==> src/rtl/mismatch_checker_sat_counter.sv <==
// rtl/mismatch_checker_sat_counter.sv - saturating up-counter with synchronous clear
module sat_counter #(
    parameter int W   = 6,
    parameter int MAX = 40
) (
    input  logic         clk,
    input  logic         rst_n,
    input  logic         clr,
    input  logic         inc,
    output logic [W-1:0] cnt
);

    localparam logic [W-1:0] MAX_V = W'(MAX);

    // Clear wins over increment so a restart never carries a stale count.
    always_ff @(posedge clk) begin
        if (!rst_n) begin
            cnt <= '0;
        end else if (clr) begin
            cnt <= '0;
        end else if (inc && (cnt != MAX_V)) begin
            cnt <= cnt + W'(1);
        end
    end

endmodule

==> config.mk <==
export PLATFORM = sky130hd
export DESIGN_NAME = sat_counter
export DESIGN_NICKNAME = d
export VERILOG_FILES = /design/src/rtl/mismatch_checker_sat_counter.sv
export SDC_FILE = /design/constraint.sdc
export NUM_CORES = 1
export LEC_CHECK = 0
export CAP_MARGIN = 40
export CELL_PAD_IN_SITES_DETAIL_PLACEMENT = 0
export CELL_PAD_IN_SITES_GLOBAL_PLACEMENT = 1
export CORE_AREA = 2 2 39 41
export CTS_CLUSTER_DIAMETER = 200
export DETAILED_ROUTE_END_ITERATION = 10
export DIE_AREA = 0 0 41 43
export GPL_TIMING_DRIVEN = 0
export HOLD_SLACK_MARGIN = 0.05
export PLACE_DENSITY_LB_ADDON = 0.1
export SYNTH_ARGS = -nofsm -noshare
export SYNTH_HDL_FRONTEND = slang
export SYNTH_SLANG_ARGS = --single-unit
==> constraint.sdc <==
create_clock -name clk -period 1.2 [get_ports clk]
set_clock_uncertainty 0.05 [all_clocks]
set_input_delay 0.3 -clock clk [delete_from_list [all_inputs] [get_ports clk]]
set_output_delay 0.3 -clock clk [all_outputs]
set_load 0.1 [all_outputs]
==> Yosys cells after proc, flatten, opt, wreduce, memory -nomap -nowiden <==
Index checks and enable logic that the tools add are counted.
{ "classes": {"n_addsub": 1, "eq_ne": 1, "bitwise_logic": 1, "n_reduce_logical": 2} }
{ "ops": {"columns": ["cell", "n"], "rows": [
  ["adder 6 x 1 -> 6 bit (second input constant)", 1],
  ["!= test 6 bit (second input constant)", 1],
  ["OR reduction 2 bit", 1],
  ["logical AND 1 bit", 1],
  ["inverter 1 bit", 1]
]} }
{ "word_totals": {"register_bits": 6, "output_inout_bits": 6} }

==> Longest topological paths before layout <==
{ "depth": {"ltp_word": 2, "mapped_depth": 5, "mapped_depth_nobuf": 5} }

==> Worst setup path after synthesis <==
OpenSTA, ideal clock, no wires.
{ "synth_path": {"path_kind": "register to register", "start": "register cnt[0]", "end": "register cnt[0]", "setup_time_ps": 72, "arrival_time_ps": 1811, "required_time_ps": 1078, "setup_slack_ps": -733, "stages_incl_launch_ff": 6, "n_path_buf": 0, "synth_period_minus_slack_ps": 1933, "path_cell_list": "dfxtp_1 > inv_1 > ha_1 > nand4b_1 > o21a_1 > mux2i_1"} }
{ "synth_via": {"elab_chain_cells": 2, "word_cells_on_any_way": 3, "classes_between": "1 x add/sub; 1 x eq/ne; 1 x reduce/logical"} }
{ "synth_lines": {"columns": ["item", "line", "text"], "rows": [
  ["start: declaration", "10", "output logic [W-1:0] cnt"],
  ["start signal: assignment", "22", "cnt <= cnt + W'(1);"],
  ["branches (longest 2 deep; another with adder 6 x 1 -> 6 bit)", null, null]
]} }
Several ways; the timed one is not identified.
A chain may end at the register's enable or synchronous reset.

==> Worst setup path after layout <==
{ "layout_path": {"start": "register cnt[0]", "end": "output port cnt[0]"} }
No word-level cell between the ends.

==> impl_results.md <==
- Ant diodes: 0
- Max Root-Sink Buffers: 2
- Finish-stage setup viols: 7
- Worst setup path end: cnt[0]
- Top cell type's share of synthesized area: 0.3983
- Largest Register: cnt
- Clk pin slew, worst setup/hold paths: around 0.050 ns
- Layout cell share with drive strength beyond 1: 0.6032
- Slew margin rel.: 0.7868
- Sink Count: 6
- RSZ-0062 raised after global routing: yes
- DRC: 0
- Detailed Route Iter0 Violations: 0
- Mapped Nets: 38
- Flop-to-flop setup slack: -0.09 ns
- FMAX: around 740 MHz
- Static leakage: 0.3106 nW
- Final HPWL DP: ~530 µm
- CP Launch Type: register
- Pre-CTS setup slack: -0.4506 ns
- Pre-Repair DR Iteration Count: 1
- Cells after DPL: 63
- Post-synthesis instance total: 32
- Top flop regs: cnt (6)
- Synth area leader: dfxtp_1
- Placement Rows: 14
- Port Buffers: 9
- CP arrival: 1.00 ns
- Fin. max-slew vios: 0
- Initial antenna violation count: 0
- CP Launch Point: cnt[0]
- Unique masters post-synth: 20
- Grt total ovfl: 0
- R2r endpoint: cnt[1]
- Failing checks: setup timing
- Vias: ~360
- Crit end category: output pin
- Hold Path Class: register to register
- Mapped Area: around 300 µm²
- Boundary Pins: 10
- Mapped Avg Cell Area: 9.423 µm²
- Layout Utilization: 0.5109
- Die H: 43 µm
- Hold_ws: 0.4500 ns
- Final Hold Viols: 0
- Die ar.: 1763 µm²
- Sequential cell area fraction in the yosys report: 0.3983
- Post-DRT Antenna Nets: 0
- Number of flip-flops in the largest register: 6
- CTS tree: yes
- Cts bufs inserted: 3
- Post-synthesis register bit count: 6
- GP Congestion: 0.6783
- Wire per inst: between 10 and 15 µm
- Fin nets: ~70
- Minimum clock period: 1.350 ns
- Worst vdd ir: around 350 µV
- Post-layout instance count excluding filler cells: 79
- Largest net degree at the start of global routing: 7
- DRT Wirelength: 859 µm
- Max-cap violation count: 0
- Initial Util: 0.2179
- Worst-Margin Slew: 0.3191 ns
- Tot GR Track Use: 0.1255
- CTS H-tree lvls: 1
- CP required: 0.85 ns
- CP Class: register to output pin
- Reg2reg start: cnt[2]
- First-pass GRT wire length: 1.352 mm
- Critical Path Fanout Max: 4
- Vias/cell: 4.494
- Synth area leaders: dfxtp_1, ha_1, xor2_1
- Yosys warnings: 0
- Placeable Area: approximately 1400 µm²
- Setup WS post-layout: -0.1500 ns
- Overall Power: 469.0 µW
- Vias in the first global route: 336
- Area Overhead vs Synth: 134.4%
- Final worst-path cycle share: 1.125
- CTS Root Buffer Type: clkbuf_4
- Clock Latency Late Sink: between 0.2 and 0.3 ns
- CTS Hold Bufs: 0
- Status: finished with violations
- Die W: slightly above 40 µm
- Power per cell area: 663.4 nW/µm²
- Reg2Reg Depth: 4
-- through the flow --
step                      setup TNS, ns  area [µm²]
after floorplan                 -0.3826       326.6
after global placement           -5.251       436.7
after detailed placement         -2.690       526.8
after CTS                       -0.2775       650.6
after global routing             -1.025       706.9
final                           -0.5887       706.9
-- area by class of cell --
cell class,count,area (µm²)
Sequential cell,6,142.6
Inverter,2,12.51
Multi-Input combinational cell,24,195.2
Clock buffer,3,22.52
Timing Repair Buffer,28,314.1
Fill cell,139,676.9
Tap cell,16,20.02
-- metal layers --
metal,vias up,track usage,part of all wire
met5,-,0,0
met4,0,0.1000,0.042
met3,5,0.07853,0.059
met2,9,0.1875,0.51
met1,160,0.1125,0.39
li1,181,-,-
-- worst min-delay path by stage --
stage,from,to,slack [ns],depth (start not counted)
finish,cnt[0],cnt[0],0.45,2
global route,cnt[0],cnt[0],0.47,2
detailed placement,cnt[0],cnt[0],0.45,2
CTS,cnt[0],cnt[0],0.45,2
floorplan,inc,cnt[1],0.42,2
global placement,cnt[5],cnt[5],0.44,2
-- report_power, final --
group / total [mW] / switching [mW] / internal, mW
registers: 0.194 / 0.00332 / 0.190
clock network: 0.200 / 0.0860 / 0.114
logic: 0.0753 / 0.0385 / 0.0367
-- cell usage in the layout (no fill, tap or decap), drive strengths merged --
cell type      count
xor2               2
or3                1
dlygate4sd2        1
inv                2
a21oi              1
nand2              4
o2111ai            1
nor2               2
nand4              2
o21ai              1
clkbuf             3
o211a              1
buf               25
xnor2              1
o21a               1
nand2b             1
nand4b             1
mux2i              1
nor2b              1
dfxtp              6
o31ai              1
clkdlybuf4s50      2
ha                 2
-- Yosys cell counts (all sizes together) --
master / count
nand4: 2
mux2i: 1
or3: 1
xnor2: 1
nor2b: 1
ha: 2
a21oi: 1
nand4b: 1
inv: 2
nor2: 2
dfxtp: 6
o2111ai: 1
nand2: 4
xor2: 2
o211a: 1
o21ai: 1
o21a: 1
nand2b: 1
o31ai: 1
-- kinds of logic after synthesis --
kind of cell               Yosys count  share of synthesized area
AOI/OAI and AO/OA                    6                     0.1452
and+or+nand+nor                     12                     0.2283
DFF                                  6                     0.3984
adders and majority gates            2                    0.08297
xor gates and xnor gates             3                    0.08715
buffers and inverters                2                    0.02491
muxes                                1                    0.03320
-- worst max-delay path, stage by stage, from the launching register on --
cell     delay [ns]
dfxtp_4        0.35
buf_4          0.13
buf_6          0.11
buf_12         0.15
-- what timing repair did --
action | in CTS | in global routing
endpoints found under the setup margin | 9 | 11
buffers inserted | 7 | 7
pin swaps | 1 | 6
gates resized for setup | 39 | 3
Note: power is estimated with default switching activity, not from simulation.
==> RTL edit (same flow settings) <==
Register the inputs `clr` and `inc` before use, without a reset. The logic sees them one clock later.
--- a/src/rtl/mismatch_checker_sat_counter.sv
+++ b/src/rtl/mismatch_checker_sat_counter.sv
@@ -12,13 +12,21 @@
 
     localparam logic [W-1:0] MAX_V = W'(MAX);
 
+    logic clr_q;
+    logic inc_q;
+
+    always_ff @(posedge clk) begin
+        clr_q <= clr;
+        inc_q <= inc;
+    end
+
     // Clear wins over increment so a restart never carries a stale count.
     always_ff @(posedge clk) begin
         if (!rst_n) begin
             cnt <= '0;
-        end else if (clr) begin
+        end else if (clr_q) begin
             cnt <= '0;
-        end else if (inc && (cnt != MAX_V)) begin
+        end else if (inc_q && (cnt != MAX_V)) begin
             cnt <= cnt + W'(1);
         end
     end
Behaviour: not the same (a bounded check fails within 4 cycles, from zero or initial values).
==> RTL edit against the original RTL <==
  * Cell area down 1.8%
  * Sequential cell count up 2
  * Synthesized area increased by 13%
  * Non-clock buffer count fell by 7
  * Wire length is 8.6% lower
  * Highest routed layer unchanged
  * The run still ends with setup timing left
  * Power is 17% higher
  * Sequential share of layout area up 6.3 points
  * Setup slack gained 100 ps
==> RTL edit: results (changes against the original RTL) <==
# fillers=129 (-7.2%); Leak=0.000284 uW (-8.6%); Placement Cell Area=567 um^2 (+7.6%); met2 usage=0.172 (-0.0156); hpwl dp=550 um (+3.7%); Setup WS post-layout=-48.4 ps (+102 ps); Rel. slew slack=0.809 (+0.0220); Final Setup Violations=6 (-1); Layout Cells excl Fill=74 (-6.3%); TritonRoute pass-1 iters=2 (+1); met3 Use GR=0.0471 (-0.0314); failing checks=setup timing; Worst VDD drop=413 uV (+18%); pin count of the biggest net entering global routing=6 (-1); met3 wire len=46 um (-9.8%); status=finished with violations; layout cells sized above 1=0.569 (-0.0342); sequential area share after synthesis=0.469 (+0.0705); Cell Count Post-Placement=65 (+3.2%); Hold Path Stages=1 (-1); most instantiated cells after synthesis=dfxtp_1 (8), nand2_1 (4); Met2 Wirelength=370 um (-15%); Largest regs=cnt x6, clr_q x1, inc_q x1; routability congestion estimate=0.751 (+11%); top cells by area, synth=dfxtp_1 (47%), ha_1 (7.3%), xor2_1 (5.1%), nand2_1 (4.4%), nand4_2 (3.7%)
==> RTL edit: where the power goes <==
part	total, uW	switching, uW	internal [uW]
combinational	64.8	33.6	31.2
clock	216	100	115
sequential	267	6.36	260
==> RTL edit: final timing paths <==
kind	slack (ps)	from	endpoint
max reg2reg	-50	cnt[0]$_SDFFE_PP0P_	cnt[1]$_SDFFE_PP0P_
min reg2reg	460	cnt[1]$_SDFFE_PP0P_	cnt[1]$_SDFFE_PP0P_
min	420	inc	inc_q$_DFF_P_
max	-50	cnt[0]$_SDFFE_PP0P_	cnt[1]$_SDFFE_PP0P_
==> RTL edit: kinds of logic after synthesis <==
| logic type | share of synthesized area |
|---|---|
| DFF | 0.469 |
| buffers and inverters | 0.0220 |
| xor gates and xnor gates | 0.0769 |
| AOI/OAI and AO/OA | 0.128 |
| and+or+nand+nor | 0.202 |
| adders and majority gates | 0.0732 |
| muxes | 0.0293 |
==> RTL edit: worst max-delay path, stage by stage, from the launching register on <==
cell	delay, ps
dfxtp_4	350
inv_2	50
ha_2	150
nand4b_1	130
o21a_1	230
o31ai_1	190
==> RTL edit: through the flow <==
step | power, uW | utilization | setup WS, ps
final | 547 | 0.502 | -48.4
after global routing | 571 | 0.502 | -130
after CTS | 550 | 0.494 | -71.1
after detailed placement | 328 | 0.410 | -280
after global placement | 319 | 0.344 | -650
after floorplan | 302 | - | -130
==> RTL edit: cell type report <==
type,instances,area [um^2],share of cell area
repair buffers,21,263,0.378
multi-input cells,24,198,0.285
inverters,2,7.51,0.0108
well taps,16,20.0,0.0288
clock buffers,3,22.5,0.0324
flip-flops and latches,8,184,0.265
==> RTL edit: repair_timing <==
item,CTS,global route
cloned,0,0
resized for setup,37,4
hold buffers,0,0
setup endpoints to repair,8,11
pin swaps,2,3
buffers inserted,7,0
